### src/rtl/i2c_pkg.sv
// Shared definitions for the I2C target: FSM state encoding, ACK/NACK bus
// levels and R/W bit meaning.
package i2c_pkg;

    typedef enum logic [2:0] {
        ST_IDLE      = 3'd0,
        ST_ADDR      = 3'd1,
        ST_ADDR_ACK  = 3'd2,
        ST_WR_DATA   = 3'd3,
        ST_WR_ACK    = 3'd4,
        ST_RD_DATA   = 3'd5,
        ST_RD_ACK    = 3'd6,
        ST_WAIT_STOP = 3'd7
    } state_t;

    localparam logic I2C_ACK  = 1'b0;
    localparam logic I2C_NACK = 1'b1;
    localparam logic RW_WRITE = 1'b0;
    localparam logic RW_READ  = 1'b1;

endpackage

### src/rtl/i2c_bus_sync.sv
// Synchronizes the raw SCL/SDA bus levels into the clk domain and derives
// single-cycle event strobes from the synchronized levels only.
//   clk, areset_n  : system clock, asynchronous active-low reset
//   scl_in, sda_in : raw bus levels
//   sda_o          : synchronized SDA level
//   scl_rise_o     : 1-cycle strobe, synchronized SCL went 0->1
//   scl_fall_o     : 1-cycle strobe, synchronized SCL went 1->0
//   start_o        : 1-cycle strobe, SDA fell while SCL stayed high
//   stop_o         : 1-cycle strobe, SDA rose while SCL stayed high
module i2c_bus_sync #(
    parameter int SYNC_STAGES = 2  // must be >= 2
) (
    input  logic clk,
    input  logic areset_n,
    input  logic scl_in,
    input  logic sda_in,
    output logic sda_o,
    output logic scl_rise_o,
    output logic scl_fall_o,
    output logic start_o,
    output logic stop_o
);

    logic [SYNC_STAGES-1:0] scl_sync_q;
    logic [SYNC_STAGES-1:0] sda_sync_q;
    logic                   scl_prev_q;
    logic                   sda_prev_q;
    logic                   scl_s;
    logic                   sda_s;

    // Preset to 1 so an idle (pulled-up) bus produces no edges out of reset.
    always_ff @(posedge clk or negedge areset_n) begin
        if (!areset_n) begin
            scl_sync_q <= '1;
            sda_sync_q <= '1;
            scl_prev_q <= 1'b1;
            sda_prev_q <= 1'b1;
        end else begin
            scl_sync_q <= {scl_sync_q[SYNC_STAGES-2:0], scl_in};
            sda_sync_q <= {sda_sync_q[SYNC_STAGES-2:0], sda_in};
            scl_prev_q <= scl_s;
            sda_prev_q <= sda_s;
        end
    end

    assign scl_s = scl_sync_q[SYNC_STAGES-1];
    assign sda_s = sda_sync_q[SYNC_STAGES-1];

    assign sda_o      = sda_s;
    assign scl_rise_o = scl_s & ~scl_prev_q;
    assign scl_fall_o = ~scl_s & scl_prev_q;
    // SCL must be high on both sides of the SDA edge, so an SDA change that
    // races an SCL edge is treated as data rather than a bus condition.
    assign start_o    = scl_s & scl_prev_q & sda_prev_q & ~sda_s;
    assign stop_o     = scl_s & scl_prev_q & ~sda_prev_q & sda_s;

endmodule

### src/rtl/i2c_slave_target.sv
// I2C target (slave) on the translator's slave-side bus. Answers to a fixed
// 7-bit address, ACKs it, receives write bytes or returns read bytes.
//   clk, areset_n : system clock (>= 8x SCL), asynchronous active-low reset
//   scl_in        : bus SCL level (never stretched)
//   sda_in        : bus SDA level
//   sda_oe        : 1 = pull SDA low, 0 = release (open drain)
//   tx_data       : next read byte, sampled when tx_req pulses
//   tx_req        : 1-cycle pulse, tx_data loaded into the shifter
//   rx_data       : last byte written by the master
//   rx_valid      : 1-cycle pulse when rx_data updates
//   addr_hit      : 1-cycle pulse on address match
//   rw            : R/W bit of the current transfer (1 = read)
//   busy          : high from address match until STOP
//   dbg_state_o   : current FSM state
module i2c_slave_target
    import i2c_pkg::*;
#(
    parameter logic [6:0] SLAVE_ADDR  = 7'h7F,
    parameter int         SYNC_STAGES = 2
) (
    input  logic       clk,
    input  logic       areset_n,
    input  logic       scl_in,
    input  logic       sda_in,
    output logic       sda_oe,
    input  logic [7:0] tx_data,
    output logic       tx_req,
    output logic [7:0] rx_data,
    output logic       rx_valid,
    output logic       addr_hit,
    output logic       rw,
    output logic       busy,
    output logic [2:0] dbg_state_o
);

    logic sda_s, scl_rise, scl_fall, start_det, stop_det;

    i2c_bus_sync #(.SYNC_STAGES(SYNC_STAGES)) u_sync (
        .clk        (clk),
        .areset_n   (areset_n),
        .scl_in     (scl_in),
        .sda_in     (sda_in),
        .sda_o      (sda_s),
        .scl_rise_o (scl_rise),
        .scl_fall_o (scl_fall),
        .start_o    (start_det),
        .stop_o     (stop_det)
    );

    state_t     state_q, state_d;
    logic [2:0] bit_cnt_q, bit_cnt_d;
    // Only 7 bits are stored: on receive the 8th bit comes straight from SDA,
    // on transmit the MSB is driven directly from tx_data at load time.
    logic [6:0] shift_q, shift_d;
    logic       sda_oe_q, sda_oe_d;
    logic [7:0] rx_data_q, rx_data_d;
    logic       rx_valid_q, rx_valid_d;
    logic       tx_req_q, tx_req_d;
    logic       addr_hit_q, addr_hit_d;
    logic       rw_q, rw_d;
    logic       busy_q, busy_d;
    logic [7:0] rx_byte;

    always_ff @(posedge clk or negedge areset_n) begin
        if (!areset_n) begin
            state_q    <= ST_IDLE;
            bit_cnt_q  <= 3'd0;
            shift_q    <= 7'd0;
            sda_oe_q   <= 1'b0;
            rx_data_q  <= 8'd0;
            rx_valid_q <= 1'b0;
            tx_req_q   <= 1'b0;
            addr_hit_q <= 1'b0;
            rw_q       <= 1'b0;
            busy_q     <= 1'b0;
        end else begin
            state_q    <= state_d;
            bit_cnt_q  <= bit_cnt_d;
            shift_q    <= shift_d;
            sda_oe_q   <= sda_oe_d;
            rx_data_q  <= rx_data_d;
            rx_valid_q <= rx_valid_d;
            tx_req_q   <= tx_req_d;
            addr_hit_q <= addr_hit_d;
            rw_q       <= rw_d;
            busy_q     <= busy_d;
        end
    end

    always_comb begin
        state_d    = state_q;
        bit_cnt_d  = bit_cnt_q;
        shift_d    = shift_q;
        sda_oe_d   = sda_oe_q;
        rx_data_d  = rx_data_q;
        rx_valid_d = 1'b0;
        tx_req_d   = 1'b0;
        addr_hit_d = 1'b0;
        rw_d       = rw_q;
        busy_d     = busy_q;
        rx_byte    = {shift_q, sda_s};

        if (stop_det) begin
            state_d   = ST_IDLE;
            bit_cnt_d = 3'd0;
            sda_oe_d  = 1'b0;
            busy_d    = 1'b0;
        end else if (start_det) begin
            // busy is kept across a repeated START so the combined transfer
            // looks continuous; the next address byte decides whether it stays.
            state_d   = ST_ADDR;
            bit_cnt_d = 3'd0;
            sda_oe_d  = 1'b0;
        end else begin
            case (state_q)
                ST_IDLE: ;
                ST_ADDR: begin
                    if (scl_rise) begin
                        shift_d   = rx_byte[6:0];
                        bit_cnt_d = bit_cnt_q + 3'd1;
                        if (bit_cnt_q == 3'd7) begin
                            if (rx_byte[7:1] == SLAVE_ADDR) begin
                                rw_d       = rx_byte[0];
                                addr_hit_d = 1'b1;
                                busy_d     = 1'b1;
                                state_d    = ST_ADDR_ACK;
                            end else begin
                                busy_d  = 1'b0;
                                state_d = ST_WAIT_STOP;
                            end
                        end
                    end
                end
                // In both ACK states sda_oe is still 0 on entry, so it marks
                // whether the first (ACK-start) SCL fall has already happened.
                ST_ADDR_ACK: begin
                    if (scl_fall) begin
                        if (!sda_oe_q) begin
                            sda_oe_d = 1'b1;
                        end else if (rw_q == RW_WRITE) begin
                            sda_oe_d = 1'b0;
                            state_d  = ST_WR_DATA;
                        end else begin
                            shift_d  = tx_data[6:0];
                            tx_req_d = 1'b1;
                            sda_oe_d = ~tx_data[7];
                            state_d  = ST_RD_DATA;
                        end
                    end
                end
                ST_WR_DATA: begin
                    if (scl_rise) begin
                        shift_d   = rx_byte[6:0];
                        bit_cnt_d = bit_cnt_q + 3'd1;
                        if (bit_cnt_q == 3'd7) begin
                            rx_data_d  = rx_byte;
                            rx_valid_d = 1'b1;
                            state_d    = ST_WR_ACK;
                        end
                    end
                end
                ST_WR_ACK: begin
                    if (scl_fall) begin
                        if (!sda_oe_q) begin
                            sda_oe_d = 1'b1;
                        end else begin
                            sda_oe_d = 1'b0;
                            state_d  = ST_WR_DATA;
                        end
                    end
                end
                // bit_cnt counts bits the master has clocked; it is back at 0
                // only after the 8th rise, so that fall ends the byte.
                ST_RD_DATA: begin
                    if (scl_rise) begin
                        bit_cnt_d = bit_cnt_q + 3'd1;
                    end else if (scl_fall) begin
                        if (bit_cnt_q != 3'd0) begin
                            sda_oe_d = ~shift_q[6];
                            shift_d  = {shift_q[5:0], 1'b0};
                        end else begin
                            sda_oe_d = 1'b0;
                            state_d  = ST_RD_ACK;
                        end
                    end
                end
                // bit_cnt=1 records that the master ACKed on this clock.
                ST_RD_ACK: begin
                    if (scl_rise) begin
                        if (sda_s == I2C_NACK) begin
                            state_d = ST_WAIT_STOP;
                        end else begin
                            bit_cnt_d = 3'd1;
                        end
                    end else if (scl_fall && bit_cnt_q == 3'd1) begin
                        bit_cnt_d = 3'd0;
                        shift_d   = tx_data[6:0];
                        tx_req_d  = 1'b1;
                        sda_oe_d  = ~tx_data[7];
                        state_d   = ST_RD_DATA;
                    end
                end
                ST_WAIT_STOP: ;
                default: state_d = ST_IDLE;
            endcase
        end
    end

    assign sda_oe      = sda_oe_q;
    assign tx_req      = tx_req_q;
    assign rx_data     = rx_data_q;
    assign rx_valid    = rx_valid_q;
    assign addr_hit    = addr_hit_q;
    assign rw          = rw_q;
    assign busy        = busy_q;
    assign dbg_state_o = state_q;

endmodule

### config.mk
export PLATFORM = sky130hd
export DESIGN_NAME = i2c_slave_target
export DESIGN_NICKNAME = d
export VERILOG_FILES = /design/src/rtl/i2c_pkg.sv /design/src/rtl/i2c_bus_sync.sv /design/src/rtl/i2c_slave_target.sv
export SDC_FILE = /design/constraint.sdc
export NUM_CORES = 1
export LEC_CHECK = 0
export ABC_AREA = 1
export CAP_MARGIN = 25
export CORE_ASPECT_RATIO = 1.75
export CORE_UTILIZATION = 49
export CTS_CLUSTER_SIZE = 12
export DETAILED_ROUTE_END_ITERATION = 8
export PLACE_DENSITY = 0.76
export SETUP_SLACK_MARGIN = 0.2
export SKIP_LAST_GASP = 1
export SLEW_MARGIN = 0
export SYNTH_ARGS = -nofsm -noshare
export SYNTH_HDL_FRONTEND = slang
export SYNTH_HIERARCHICAL = 1
export SYNTH_SLANG_ARGS = --single-unit
### constraint.sdc
create_clock -name clk -period 1.8 [get_ports clk]
set_input_delay 0.54 -clock clk [delete_from_list [all_inputs] [get_ports clk]]
set_output_delay 0.54 -clock clk [all_outputs]
set_load 0.005 [all_outputs]
==> qor.yml <==
logic_synthesis:
  synth_cell_types: 31
  async_flop_share_pct: 100.0
  seq_area_frac_synth_pct: 42.15
  synth_edf_count: 0
  synthTopCellsByArea: "dfrtp_1 34%, nand2_1 15%, dfstp_2 8.0%"
  syn_nets: 277
  syn_inst: 261
  synth_area_per_cell_sq_um: 7.574
  synth_area_sq_um: 1977
  ys_ff_latch: 33
  synth_top_cell_by_area: "dfrtp_1"
  ys_warn_count: 6
  synth.top_cell.area_share_pct: 34.18
  synth-main-ff-cell: "dfrtp_1"
timing:
  finalCritPeriodShare_pct: 94.20
  fmax_ghz: 0.5897
  setup_viol: 0
  tightest_slew_ns: 0.2801
  period_needed_ns: 1.696
  rsz0062_at_grt: "yes"
  tns_ns: 0
  timing_hold_violations_final: 0
  drv_slew: 0
  slew_headroom_pct: 81.32
  fin_skew_ns: 0.002617
floorplanning:
  ios: 29
  die_y_microns: 86.03
  dieWidth_microns: 50.02
  core_sq_um: 3866
  die-area_sq_um: 4303
  initial_core_util_pct: 51.13
  rows: 30
detailed_routing:
  route.detailed.drc: 0
  finalWirelength_mm: 5.604
  firstDrtPassIters: 4
  drt_iter0_drc: 49
  num_vias: 1953
  viasPerCell: 5.293
  wl_per_cell_microns: 15.19
  antenna_left: 0
pwr:
  swShare_pct: 46.55
  peakVddDrop_mv: 1.194
  leakagePower_nw: 1.493
  comb_power_share_pct: 59.4
  p_switching_mw: 1.883
  pwr-share-clk_pct: 14.5
  internal-power_mw: 2.162
  seq_power_share_pct: 26.0
  power.density_nw_per_um2: 1460
place:
  dp_hpwl_mm: 3.959
  gp_congestion: 1.058
  portBuffers: 28
clock_network:
  cts_hold_buf: 0
  cts.sinks: 33
  cts.clk_slew.worst_paths_ns: 0.07
  cts_tree: "built"
  clk_latency_ns: 0.28
  cts_buffer_depth: 2
  h-tree-depth: 2
  cts-buffers-inserted: 5
  cts_root_buffer: "clkbuf_8"
finish:
  fin_util_pct: 71.68
  layout.nets: 336
  final_layout_size_suffix_gt1_share_pct: 34.58
  antenna_cells: 0
  final_common_cell: "nand2_1"
  final_cell_mix: "62 x nand2_1, 26 x dfrtp_1, 25 x inv_1, 25 x nand3_1, 25 x buf_4"
  syn_to_final_growth_pct: 40.19
  fillers: 300
global_routing:
  grt_overflow: 0
  grt_max_degree: 34
  grt_pass1_vias: 1945
  grt.total_usage_pct: 27.82
  antenna_found_initial: 0
  grt_first_pass_wirelength_mm: 8.804
setup_path:
  crit_path_frequent_cell: "nor2_4"
  cp_slowest_stage_delay_ns: 0.54
  worst-setup-path-type: "register to register"
  path_depth: 10
  critical_path.cell_chain: "inv_2 -> nand2_2 -> nor2_4 -> nor2_4 -> inv_4 -> nor3_4 -> nand3_2 -> buf_12 -> nand2_1 -> o21ai_2"
  cp-end-kind: "register"
  path_delay_family: "simple AND/OR/NAND/NOR gates"
  r2r_cells: 10
  cp.required_ns: 1.97
  crit_buf_inv: 3
  slowest_stage: "dfstp_2"
  crit_fanout: 17
  startpoint_type: "register"
  cp_data_arrival_time_ns: 1.87
job:
  drv_cap: 0
outcome:
  outcome: "complete, no violations"
worst_hold_path:
  min_path_type: "register to register"
  hold_depth: 0
==> worst register-to-register path, stage by stage, from the launching register on <==
cell     delay (ns)
dfstp_2        0.54
inv_2          0.04
nand2_2        0.09
nor2_4         0.05
nor2_4         0.17
inv_4          0.09
nor3_4         0.18
nand3_2        0.13
buf_12         0.18
nand2_1        0.08
o21ai_2        0.06
==> registers in the layout (all words and copies together) (netlist names), 2 cells and up <==
signal / flops
rx_data: 8
shift_q: 7
bit_cnt_q: 3
dbg_state_o: 3
u_sync/scl_sync_q: 2
u_sync/sda_sync_q: 2
==> cell type report <==
type	instances	area (sq um)	share of cell area [%]
timing repair buffer	58	533.0	19.23
sequential	33	834.6	30.11
clock inverter	1	7.507	0.2709
inverter	36	142.6	5.147
clock buffer	7	86.33	3.115
tap	48	60.06	2.167
multi-input combinational	186	1107	39.95
==> path summary, 6_finish.rpt <==
| path | from | end | slack (ns) |
|---|---|---|---|
| worst min register to register | u_sync/sda_sync_q[0] | u_sync/sda_sync_q[1] | 0.36 |
| worst min-delay path | u_sync/sda_sync_q[0] | u_sync/sda_sync_q[1] | 0.36 |
| worst max-delay path | u_sync/sda_sync_q[1] | rx_data[0] | 0.10 |
| max in group asynchronous | areset_n | u_sync/scl_prev_q | 0.93 |
| min in group asynchronous | areset_n | sda_oe | 0.64 |
| worst max register to register | u_sync/sda_sync_q[1] | rx_data[0] | 0.10 |
==> repair_timing <==
action,CTS,global route
pin swaps,4,10
cloned,0,0
setup buffers,10,4
setup endpoints to repair,40,27
gates resized for setup,20,39
==> power by group through the flow <==
stage / Clock [mW] / Sequential, mW / Combinational (mW)
after global placement: 0 / 1.07 / 2.01
after global routing: 0.625 / 1.07 / 2.67
after detailed placement: 0 / 1.07 / 2.03
after floorplan: 0 / 1.04 / 1.47
after CTS: 0.595 / 1.04 / 2.13
final: 0.588 / 1.05 / 2.40
==> per-layer routing <==
metal	wire [microns]	share of wire (%)	global-route usage, %
met5	0	0	0
met4	351	6.3	18.96
met3	171	3.1	3.901
met2	3090	55	52.12
met1	1991	36	26.70
==> kinds of logic (layout without fill, tap and decap cells) <==
group | after synthesis | in the layout | share of synthesized area [%]
AOI/OAI and AO/OA | 34 | 34 | 10.70
buffers and inverters | 42 | 102 | 9.620
adders and majority gates | 4 | 4 | 2.532
and+or+nand+nor | 148 | 148 | 35.00
DFF | 33 | 33 | 42.15
==> cells in the mapped netlist (4+ instances only) <==
master	count
nand2_1	79
inv_1	28
dfrtp_1	27
nand3_1	26
nor2_1	24
o21ai_0	9
a21oi_1	8
o21ai_2	8
dfstp_2	6
inv_2	6
o21ai_1	6
ha_1	4
nand2_2	4
==> through the flow <==
step / hold WS [ns] / worst slack, ns / cells / total power [mW] / area [sq um]
2_1_floorplan: 0.2444 / 0.1834 / 261 / 2.517 / 2008
3_3_place_gp: 0.3458 / 0.07715 / 347 / 3.088 / 2452
3_5_place_dp: 0.3527 / 0.02515 / 347 / 3.108 / 2452
4_1_cts: 0.3684 / 0.08531 / 365 / 3.766 / 2611
5_1_grt: 0.3658 / 0.01436 / 369 / 4.367 / 2771
6_report: 0.3621 / 0.1043 / 369 / 4.045 / 2771
Power figures use the tool's default switching activity.
